`config.mk`:
```
export PLATFORM = sky130hd
export DESIGN_NAME = ssd_scan_driver
export DESIGN_NICKNAME = d
export VERILOG_FILES = /design/src/rtl/ssd_scan_driver.sv
export SDC_FILE = /design/constraint.sdc
export NUM_CORES = 1
export LEC_CHECK = 0
export CORE_AREA = 4 4 96 98
export DETAILED_ROUTE_END_ITERATION = 10
export DIE_AREA = 0 0 100 102
export GPL_ROUTABILITY_DRIVEN = 0
export MAX_ROUTING_LAYER = met4
export PLACE_DENSITY_LB_ADDON = 0.3
export SETUP_SLACK_MARGIN = 0.2
export SYNTH_ARGS = -nofsm -noshare
export SYNTH_HDL_FRONTEND = slang
export SYNTH_SLANG_ARGS = --single-unit
```
`constraint.sdc`:
```
create_clock -name clk -period 7.3 [get_ports clk]
set_clock_uncertainty 0.05 [all_clocks]
set_input_delay 0.73 -clock clk [delete_from_list [all_inputs] [get_ports clk]]
set_output_delay 0.73 -clock clk [all_outputs]
set_load 0.01 [all_outputs]
```
`src/rtl/ssd_scan_driver.sv`:
```
// Time-multiplexed common-anode seven-segment driver: shadowed digit data,
// per-digit enable/dp, leading-zero blanking and per-slot PWM brightness.
module ssd_scan_driver #(
  parameter int NUM_DIGITS    = 8,
  parameter int SCAN_DIV_BITS = 18,
  parameter int BRIGHT_BITS   = 4,
  localparam int IDX_W        = (NUM_DIGITS > 1) ? $clog2(NUM_DIGITS) : 1
) (
  input  logic                    clk,
  input  logic                    rst,
  input  logic [4*NUM_DIGITS-1:0] digits,
  input  logic [NUM_DIGITS-1:0]   dp_in,
  input  logic [NUM_DIGITS-1:0]   digit_en,
  input  logic                    blank_lz,
  input  logic [BRIGHT_BITS-1:0]  brightness,
  input  logic                    load,
  output logic [NUM_DIGITS-1:0]   an,
  output logic [7:0]              cathodes,
  output logic [IDX_W-1:0]        scan_idx
);

  logic [SCAN_DIV_BITS-1:0] dwell_q, dwell_d;
  logic [IDX_W-1:0]         idx_q, idx_d;
  logic [BRIGHT_BITS-1:0]   bright_q, bright_eff;
  logic [4*NUM_DIGITS-1:0]  sh_dig_q;
  logic [NUM_DIGITS-1:0]    sh_dp_q, sh_en_q;
  logic [NUM_DIGITS-1:0]    an_q, an_d;
  logic [7:0]               cath_q, cath_d;
  logic [3:0]               nib [NUM_DIGITS];
  logic [NUM_DIGITS-1:0]    lz_mask;
  logic                     all_zero;
  logic                     seg_on;
  logic                     blank;
  logic [6:0]               seg;

  generate
    for (genvar gi = 0; gi < NUM_DIGITS; gi++) begin : g_nib
      assign nib[gi] = sh_dig_q[4*gi +: 4];
    end
  endgenerate

  // Digit i is a leading zero when it and every digit above it are zero;
  // digit 0 is never blanked so a zero value still shows "0".
  always_comb begin
    lz_mask  = '0;
    all_zero = 1'b1;
    for (int i = NUM_DIGITS - 1; i >= 1; i--) begin
      all_zero   = all_zero & (nib[i] == 4'h0);
      lz_mask[i] = blank_lz & all_zero;
    end
  end

  always_comb begin
    seg = 7'b1111111;
    case (nib[idx_q])
      4'h0: seg = 7'b0000001;
      4'h1: seg = 7'b1001111;
      4'h2: seg = 7'b0010010;
      4'h3: seg = 7'b0000110;
      4'h4: seg = 7'b1001100;
      4'h5: seg = 7'b0100100;
      4'h6: seg = 7'b0100000;
      4'h7: seg = 7'b0001111;
      4'h8: seg = 7'b0000000;
      4'h9: seg = 7'b0000100;
      4'hA: seg = 7'b0001000;
      4'hB: seg = 7'b1100000;
      4'hC: seg = 7'b0110001;
      4'hD: seg = 7'b1000010;
      4'hE: seg = 7'b0110000;
      4'hF: seg = 7'b0111000;
      default: seg = 7'b1111111;
    endcase
  end

  // At count 0 the incoming brightness already governs this slot, so a whole
  // slot always runs at a single duty value.
  always_comb begin
    bright_eff = (dwell_q == '0) ? brightness : bright_q;
    seg_on     = dwell_q[SCAN_DIV_BITS-1 -: BRIGHT_BITS] < bright_eff;
    blank      = ~sh_en_q[idx_q] | ~seg_on | lz_mask[idx_q];

    dwell_d = dwell_q + SCAN_DIV_BITS'(1);
    idx_d   = idx_q;
    if (dwell_q == '1) begin
      idx_d = (idx_q == IDX_W'(NUM_DIGITS - 1)) ? '0 : idx_q + IDX_W'(1);
    end

    an_d   = '1;
    cath_d = 8'hFF;
    if (!blank) begin
      an_d   = ~(NUM_DIGITS'(1) << idx_q);
      cath_d = {seg, ~sh_dp_q[idx_q]};
    end
  end

  always_ff @(posedge clk) begin
    if (rst) begin
      dwell_q  <= '0;
      idx_q    <= '0;
      bright_q <= '0;
      sh_dig_q <= '0;
      sh_dp_q  <= '0;
      sh_en_q  <= '0;
      an_q     <= '1;
      cath_q   <= 8'hFF;
    end else begin
      dwell_q  <= dwell_d;
      idx_q    <= idx_d;
      bright_q <= bright_eff;
      if (load) begin
        sh_dig_q <= digits;
        sh_dp_q  <= dp_in;
        sh_en_q  <= digit_en;
      end
      an_q     <= an_d;
      cath_q   <= cath_d;
    end
  end

  assign an       = an_q;
  assign cathodes = cath_q;
  assign scan_idx = idx_q;

endmodule
```
### Word-level counts from Yosys, hierarchy flattened

Memory sizes are Yosys's and may differ from the RTL's. A register that Yosys moved wholly into a read port is not among the register bits.
Index checks and enable logic that the tools add are counted.

| operators by class | value |
|---|---|
| equality and inequality tests | 2 |
| shift operators | 1 |
| multiply operators | 0 |
| magnitude comparators | 3 |
| $add $sub $neg | 2 |
| div/mod/pow operators | 0 |
| bitwise operators | 20 |
| reduce and logical (&&, ||, !) cells | 9 |
| muxes and demuxes | 11 |

Operators by type and width:

| kind | number |
|---|---|
| 4-bit zero test | 7 |
| 18-bit by 1-bit adder with 18-bit output, second input constant | 1 |
| 18-bit == test, second input constant | 1 |
| 18-bit zero test | 1 |
| 1-bit AND | 13 |
| 4-bit binary-select mux with 3-bit select | 1 |
| 4-bit two-way mux | 3 |
| 1-bit binary-select mux with 3-bit select | 3 |
| 8-bit inverter | 1 |
| 1-bit by 3-bit << shifter with 8-bit output, first input constant | 1 |
| 4-bit greater-or-equal comparator, second input constant | 1 |
| 3-bit by 4-bit less-than comparator with 1-bit output, second input constant | 1 |
| 4-bit less-than comparator | 1 |
| 3-bit inverter with 4-bit output | 1 |
| 3-bit by 1-bit adder with 3-bit output, second input constant | 1 |
| 3-bit == test, second input constant | 1 |
| 1-bit two-way mux | 3 |
| 3-bit two-way mux | 1 |
| 1-bit inverter | 3 |
| 1-bit bitwise OR | 2 |
| 2-bit OR reduction | 1 |

| storage, ports and cells | value |
|---|---|
| word-level logic and storage cells | 57 |
| RAM bits | 0 |
| bits in latches | 0 |
| memories kept | 1 |
| memory bits (read-only) | 112 |
| bits in registers | 89 |

Memories:

| name | words | bits a word | read ports | clocked after memory_dff | wr ports | RTL line | RTL |
|---|---|---|---|---|---|---|---|
| (no name shown) | 16 | 7 | 1 | 1 | 0 | 55 | `case (nib[idx_q])` |

### Depth between registers and ports, before layout

Gate-level depths: netlist of run 1.

| logic depth | value |
|---|---|
| depth in word-level cells | 12 |
| mapped depth | 13 |
| depth with buffers taken out | 12 |

### Worst setup path after synthesis of run 1

Ideal clock, no wire load.

| path | value |
|---|---|
| kind | reg-to-reg |
| start | register dwell_q[13] |
| end | register an_q[3] (netlist: an[3]) |
| path buffers | 1 |
| slack | 4441 ps |
| cell stages (with the launch flop) | 12 |
| data arrival time | 2678 ps |
| data required time | 7119 ps |
| path through | dfxtp_1 -> nor4_1 -> nand2_1 -> nor3_1 -> mux2i_1 -> ha_1 -> a21o_1 -> a32oi_1 -> o211ai_1 -> a31oi_2 -> buf_4 -> nand3_1 |

| between the ends | value |
|---|---|
| longest elaborated chain between the ends | 7 |

RTL lines:

| item | RTL line | RTL |
|---|---|---|
| from (decl) | 22 | `logic [SCAN_DIV_BITS-1:0] dwell_q, dwell_d;` |
| from (signal assigned) | 108 | `dwell_q <= dwell_d;` |
| 18-bit zero test | 79 | `bright_eff = (dwell_q == '0) ? brightness : bright_q;` |
| 4-bit two-way mux | 79 |  |
| 4-bit less-than comparator | 80 | `seg_on = dwell_q[SCAN_DIV_BITS-1 -: BRIGHT_BITS] < bright_eff;` |
| 1-bit inverter | 81 | `blank = ~sh_en_q[idx_q] \| ~seg_on \| lz_mask[idx_q];` |
| 1-bit bitwise OR (2 in a row) | 81 |  |
| 2-bit OR reduction (no line) | -- |  |
| to (signal assigned) | 116 | `an_q <= an_d;` |
| to (decl) | 27 | `logic [NUM_DIGITS-1:0] an_q, an_d;` |

No other way between the ends.
A chain may end at the register's enable or synchronous reset.

### Worst setup path after layout of run 1

| path | value |
|---|---|
| start | register dwell_q[13] |
| end | register cath_q[1] (netlist: cathodes[1]) |

| between the ends | value |
|---|---|
| longest elaborated chain between the ends | 7 |

RTL lines:

| item | RTL line | RTL |
|---|---|---|
| 18-bit zero test | 79 |  |
| 4-bit two-way mux | 79 |  |
| 4-bit less-than comparator | 80 |  |
| 1-bit inverter | 81 |  |
| 1-bit bitwise OR (2 in a row) | 81 |  |
| 2-bit OR reduction (no line) | -- |  |
| to (decl) | 28 | `logic [7:0] cath_q, cath_d;` |

No other way between the ends.

==> flow_summary.yaml, run 1 <==
run_status:
  outcome: "completed"
place:
  pre_cts_ws_ns: 3.87
  placement.io_buffers: 74
  hpwl_mm: 6.55
sta:
  max_freq_mhz: 288
  setup_tns_ns: 0
  worstMarginPinSlew_ns: 1.14
  min_period_ns: 3.48
  rsz0062_at_grt: "no"
  final_max_slew_viol_count: 0
  hold_violations: 0
  finalCritPeriodShare_pct: 47.6
  slew-limit-headroom_pct: 23.8
  setup_ws_ns: 3.82
  setup_violations: 0
synthesis:
  synth_top_area_share_pct: 43.9
  synth_edf_count: 0
  yosysTopAreaCell: "dfxtp_1"
  synth-seq-area-share_pct: 43.9
  synth_nets: 477
  synth_cells: 404
  synth_ff_type: "dfxtp_1"
  synth.distinct_cells: 45
  synthArstFlopShare_pct: 0
  synth_area_leaders: "dfxtp_1 (44%), mux2i_1 (14%), nor2_1 (6.1%), ha_1 (5.2%), mux4_2 (4.4%)"
  avgSynthCellArea_sq_um: 10.0
  yosys-mux-area-fraction_pct: 22.4
  ys_seq_elements: 89
  ys.warnings.count: 0
  synth_compound_area_share_pct: 5.30
  synth_top_family_by_area: "multiplexers"
  yosys.area_share.simple_pct: 16.6
  syn_area_sq_mm: 0.00406
  synthAdderAreaFrac_pct: 5.24
  synth-xor-area-share_pct: 2.59
setup_path:
  end_kind: "flop"
  cp_cell_sequence: "nor4_1, nand2_1, nor3_1, mux2i_1, ha_1, a21o_1, a32oi_1, o211ai_1, a31oi_2, nand3_1"
  arrival_ns: 3.61
  critPathBufInv: 0
  critPathCapture: "cathodes[1]$_SDFF_PP1_"
  r2r-start: "dwell_q[13]$_SDFF_PP0_"
  worstPathRequired_ns: 7.43
  worstSetupStartpoint: "dwell_q[13]$_SDFF_PP0_"
  crit_fanout: 16
  worst_setup_path_start_kind: "flop"
  worst-r2r-setup-slack_ns: 3.82
  r2r-end: "cathodes[1]$_SDFF_PP1_"
  crit_type: "reg -> reg"
  cp_slowest_stage_delay_ns: 0.66
  reg2regPathDepth: 10
  path_delay_family: "simple AND/OR/NAND/NOR gates"
  cp_slowest_cell: "a31oi_2"
  cp_num_cells: 10
final_layout:
  syn2layout_area_growth_pct: 23.8
  nFillCells: 739
  drive_above_1_share_pct: 7.84
  nets: 540
  diodes: 0
cts:
  clk_latency_ns: 0.36
  cts_max_path_buffers: 2
  ctsResizeCount: 0
  cts_tree: "yes"
  clock-sinks: 89
  clock_tree.root_cell: "clkbuf_8"
  cts-hold-fix-buffers: 0
  post_cts_buffers: 0
  numCtsBuffers: 9
  htree_levels: 3
  cts.clk_slew.worst_paths_ns: 0.09
grt:
  gr-total-overflow: 0
  antenna_found_initial: 0
  grt_usage_pct: 18.2
  grt_max_degree: 75
  grt_pass1_wl_mm: 14.4
  grt_pass1_vias: 3072
detailed_routing:
  routed_via_density: 5.37
  drc: 0
  routed_wirelength_mm: 8.90
  ant_nets: 0
  first_iter_violations: 148
  vias: 3114
  first_pass_iters: 4
  wl_per_cell_um: 15.3
hold_path:
  worstHoldPathType: "reg -> reg"
floorplanning:
  num_rows: 34
  ios: 75
  fp.dieArea_sq_mm: 0.0102
  core_sq_mm: 0.00847
  fp.dieH_um: 102
  die_w_um: 100
  start_util_pct: 48.0
power_and_ir_drop:
  p_per_area_mw_per_mm2: 194
  p_leak_nw: 2.04
  ir_worst_vdd_mv: 0.0939
job:
  maxCapViolCount: 0
## sequential cells by signal, indices dropped and copies added (netlist names)
name      flops
sh_dig_q     32
dwell_q      18
an            8
cathodes      8
sh_dp_q       8
sh_en_q       8
bright_q      4
scan_idx      3
## worst register-to-register path, cell delays in order (launching register included)
cell and delay [ns]:
dfxtp_1 0.37, nor4_1 0.39, nand2_1 0.12, nor3_1 0.53, mux2i_1 0.30, ha_1 0.27
a21o_1 0.18, a32oi_1 0.14, o211ai_1 0.12, a31oi_2 0.66, nand3_1 0.18
## through the flow
step | total power [mW] | utilization, % | area [sq um] | std cells | hold slack (ns)
floorplan | 0.600 | - | 4060 | 404 | 0.380
global placement | 0.648 | 57.0 | 4830 | 564 | 0.395
detailed placement | 0.651 | 57.0 | 4830 | 564 | 0.410
CTS | 0.984 | 59.4 | 5030 | 580 | 0.426
global route | 1.02 | 59.4 | 5030 | 580 | 0.460
finish | 0.976 | 59.4 | 5030 | 580 | 0.424
## worst min-delay path by stage
stage / startpoint / end / slack [ns] / depth (start not counted)
floorplan: dwell_q[0]$_SDFF_PP0_ / dwell_q[0]$_SDFF_PP0_ / 0.38 / 1
global placement: dwell_q[0]$_SDFF_PP0_ / dwell_q[0]$_SDFF_PP0_ / 0.40 / 1
detailed placement: bright_q[0]$_SDFF_PP0_ / bright_q[0]$_SDFF_PP0_ / 0.41 / 2
CTS: bright_q[0]$_SDFF_PP0_ / bright_q[0]$_SDFF_PP0_ / 0.43 / 2
global route: dwell_q[0]$_SDFF_PP0_ / dwell_q[0]$_SDFF_PP0_ / 0.46 / 1
finish: bright_q[0]$_SDFF_PP0_ / bright_q[0]$_SDFF_PP0_ / 0.42 / 2
## area by class of cell
cell class                      instances  area (sq um)  share of cell area, %
Multi-Input combinational cell        280          2120                   42.1
Sequential cell                        89          1780                   35.4
Timing Repair Buffer                   77           753                   15.0
Tap cell                              108           135                   2.69
Clock buffer                            9           124                   2.46
Clock inverter                          7          76.3                   1.52
Inverter                               10          37.5                  0.747
## layout by cell type (no fill, tap or decap), types with 2 or more instances in the layout
cell and count:
dfxtp_1 89, clkdlybuf4s50_1 72, nor2_1 66, mux2i_1 58, nand3_1 18, ha_1 17, nand2_1 12, nand4_1 11
o21ai_0 10, nor4_1 9, inv_1 9, a21oi_1 9, xor2_1 9, clkbuf_8 9, mux4_2 8, nor3_1 5
and3_1 5, or3_1 5, nor2b_1 4, mux2_2 4, a22oi_1 3, mux4_1 3, xnor2_1 3, buf_4 3
a211oi_1 2, nand2b_1 2, and4_1 2, clkinvlp_4 2, inv_6 2, buf_2 2
## where the power goes
part           switching (mW)  leakage, nW  total (mW)  internal (mW)
clock network           0.177       0.0962       0.337          0.160
registers              0.0139        0.729       0.520          0.506
logic                  0.0514         1.22       0.119         0.0674
total                   0.242         2.04       0.976          0.734
## metal layers
layer,track usage (%),wire (um),up-vias
li1,-,-,1570
met1,22.9,4050,1457
met2,29.8,4270,79
met3,4.16,495,8
met4,4.77,82,0
met5,-,0,-
## cells in the mapped netlist (all sizes together) (3+ instances only)
library cell and instances:
mux2 5, nand2 12, xor2 9, xnor2 3, nor4 9, mux2i 59, clkbuf 12, o21ai 11
buf 13, mux4 11, and3 5, a22oi 3, inv 10, a21oi 9, nor3 5, nor2b 4
nor2 66, nand3 19, ha 17, dfxtp 89, nand4 11, or3 5
## kinds of logic after synthesis
logic type | after synthesis
AO/OA/AOI/OAI | 34
XOR/XNOR | 12
adder cells (fa/ha/maj) | 17
buffers and inverters | 35
flip-flops | 89
multiplexers | 75
AND/OR/NAND/NOR | 142
Power figures use the tool's default switching activity.
==> inputs of run 2 (changes only) <==
Clock period 7.3 ns to 3.2 ns, I/O delays scaled along.
==> flow_summary.yaml, run 2 (synthesized netlist as in run 1, its figures left out) <==
grt:
  grt_max_degree: 74
  grt_pass1_wl_mm: 14.9
  grt_usage_pct: 19.0
  antenna_found_initial: 0
  grt_pass1_vias: 3043
  gr-total-overflow: 0
setup_path:
  reg2regPathDepth: 7
  r2r-end: "cathodes[1]$_SDFF_PP1_"
  cp_cell_sequence: "mux4_2, mux2i_1, inv_1, ha_1, mux2_2, a22oi_1, nand3_1"
  r2r-start: "scan_idx[0]$_SDFFE_PP0N_"
  critPathCapture: "cathodes[1]$_SDFF_PP1_"
  crit_fanout: 12
  path_delay_family: "multiplexers"
  crit_type: "reg -> reg"
  cp_slowest_stage_delay_ns: 0.77
  end_kind: "flop"
  worst-r2r-setup-slack_ns: 0.46
  worstPathRequired_ns: 3.34
  cp_num_cells: 7
  critPathBufInv: 1
  worstSetupStartpoint: "scan_idx[0]$_SDFFE_PP0N_"
  arrival_ns: 2.88
  worst_setup_path_start_kind: "flop"
  cp_slowest_cell: "dfxtp_1"
place:
  placement.io_buffers: 74
  place_inst: 570
  hpwl_mm: 6.66
final_layout:
  top_register: "sh_dig_q"
  top_regs: "sh_dig_q (32), dwell_q (18)"
  nets: 546
  final_cell_mix: "dfxtp_1 (89), clkdlybuf4s50_1 (72), nor2_1 (66)"
  final_cells: 586
  syn2layout_area_growth_pct: 25.4
  drive_above_1_share_pct: 9.21
  diodes: 0
  final_common_cell: "dfxtp_1"
  largest_reg_flops: 32
hold_path:
  worstHoldPathType: "reg -> reg"
power_and_ir_drop:
  power_frac_clock_pct: 34.8
  pwr-share-seq_pct: 52.7
  sw_frac_of_total_pct: 24.4
  p_per_area_mw_per_mm2: 443
  p_switching_mw: 0.549
  p_int_mw: 1.70
  finalPower_mw: 2.25
  p_leak_nw: 2.08
  ir_worst_vdd_mv: 0.223
  combPwrFrac_pct: 12.4
sta:
  min_period_ns: 2.74
  rsz0062_at_grt: "no"
  slew-limit-headroom_pct: 25.5
  finalCritPeriodShare_pct: 85.6
  final_max_slew_viol_count: 0
  worstMarginPinSlew_ns: 1.11
  setup_violations: 0
  max_freq_mhz: 365
  setup_tns_ns: 0
  whs_ns: 0.418
  hold_violations: 0
cts:
  clock_tree.root_cell: "clkbuf_8"
  clk_latency_ns: 0.36
  cts_max_path_buffers: 2
  cts.clk_slew.worst_paths_ns: 0.09
  cts_tree: "yes"
  post_cts_buffers: 0
  htree_levels: 3
  numCtsBuffers: 9
  clock-sinks: 89
floorplanning:
  fp.dieArea_sq_mm: 0.0102
  num_rows: 34
  ios: 75
  die_w_um: 100
  core_sq_mm: 0.00847
  fp.dieH_um: 102
  start_util_pct: 48.0
detailed_routing:
  routed_via_density: 5.38
  ant_nets: 0
  first_iter_violations: 163
  vias: 3152
  wl_per_cell_um: 15.6
  routed_wirelength_mm: 9.13
  drc: 0
  first_pass_iters: 4
job:
  maxCapViolCount: 0
run_status:
  outcome: "completed"
## run 2: area by class of cell
cell class	instances	area (sq um)
fill	744	3370
multi-input combinational	280	2130
sequential	89	1780
timing repair buffer	83	802
clock buffer	11	141
tap	108	135
clock inverter	5	63.8
inverter	10	37.5
## run 2: worst min path at each step
stage	startpoint	endpoint	slack, ns	depth (start not counted)
finish	dwell_q[0]$_SDFF_PP0_	dwell_q[0]$_SDFF_PP0_	0.42	1
global route	rst	cathodes[4]$_SDFF_PP1_	0.44	6
CTS	load	sh_dig_q[2]$_SDFFE_PP0P_	0.42	3
detailed placement	dwell_q[0]$_SDFF_PP0_	dwell_q[0]$_SDFF_PP0_	0.40	1
global placement	dwell_q[0]$_SDFF_PP0_	dwell_q[0]$_SDFF_PP0_	0.39	1
floorplan	dwell_q[0]$_SDFF_PP0_	dwell_q[0]$_SDFF_PP0_	0.38	1
## run 2: metal layers
layer  share of wire, %  track usage [%]  up-vias
li1                   -                -     1570
met3                5.2             3.69       12
met5                  0                -        -
met2                 47             30.3       81
met4                1.4             6.94        0
met1                 46             24.1     1489
## run 2: worst reg2reg max path, cell delays in order, from the launching register on
cell     delay, ns
dfxtp_1       0.77
mux4_2        0.60
mux2i_1       0.27
inv_1         0.13
ha_1          0.23
mux2_2        0.27
a22oi_1       0.16
nand3_1       0.11
## run 2: power groups by stage
stage	logic (mW)	clock network (mW)	registers, mW
detailed placement	0.278	0	1.21
floorplan	0.166	0	1.20
finish	0.280	0.785	1.19
global route	0.311	0.849	1.19
CTS	0.281	0.801	1.19
global placement	0.273	0	1.21
## run 2: timing repair
| item | in CTS | in global routing |
|---|---|---|
| setup endpoints to repair | 0 | 16 |
| hold buffers | 0 | 0 |
| gates resized for setup | 0 | 3 |
## run 2: metrics by stage
stage	utilization (%)	cell area [sq um]	worst slack [ns]
final	60.1	5090	0.461
after floorplan	-	4060	0.341
after detailed placement	57.5	4870	0.344
after CTS	60.0	5080	0.304
after global placement	57.5	4870	0.425
after global routing	60.1	5090	0.183
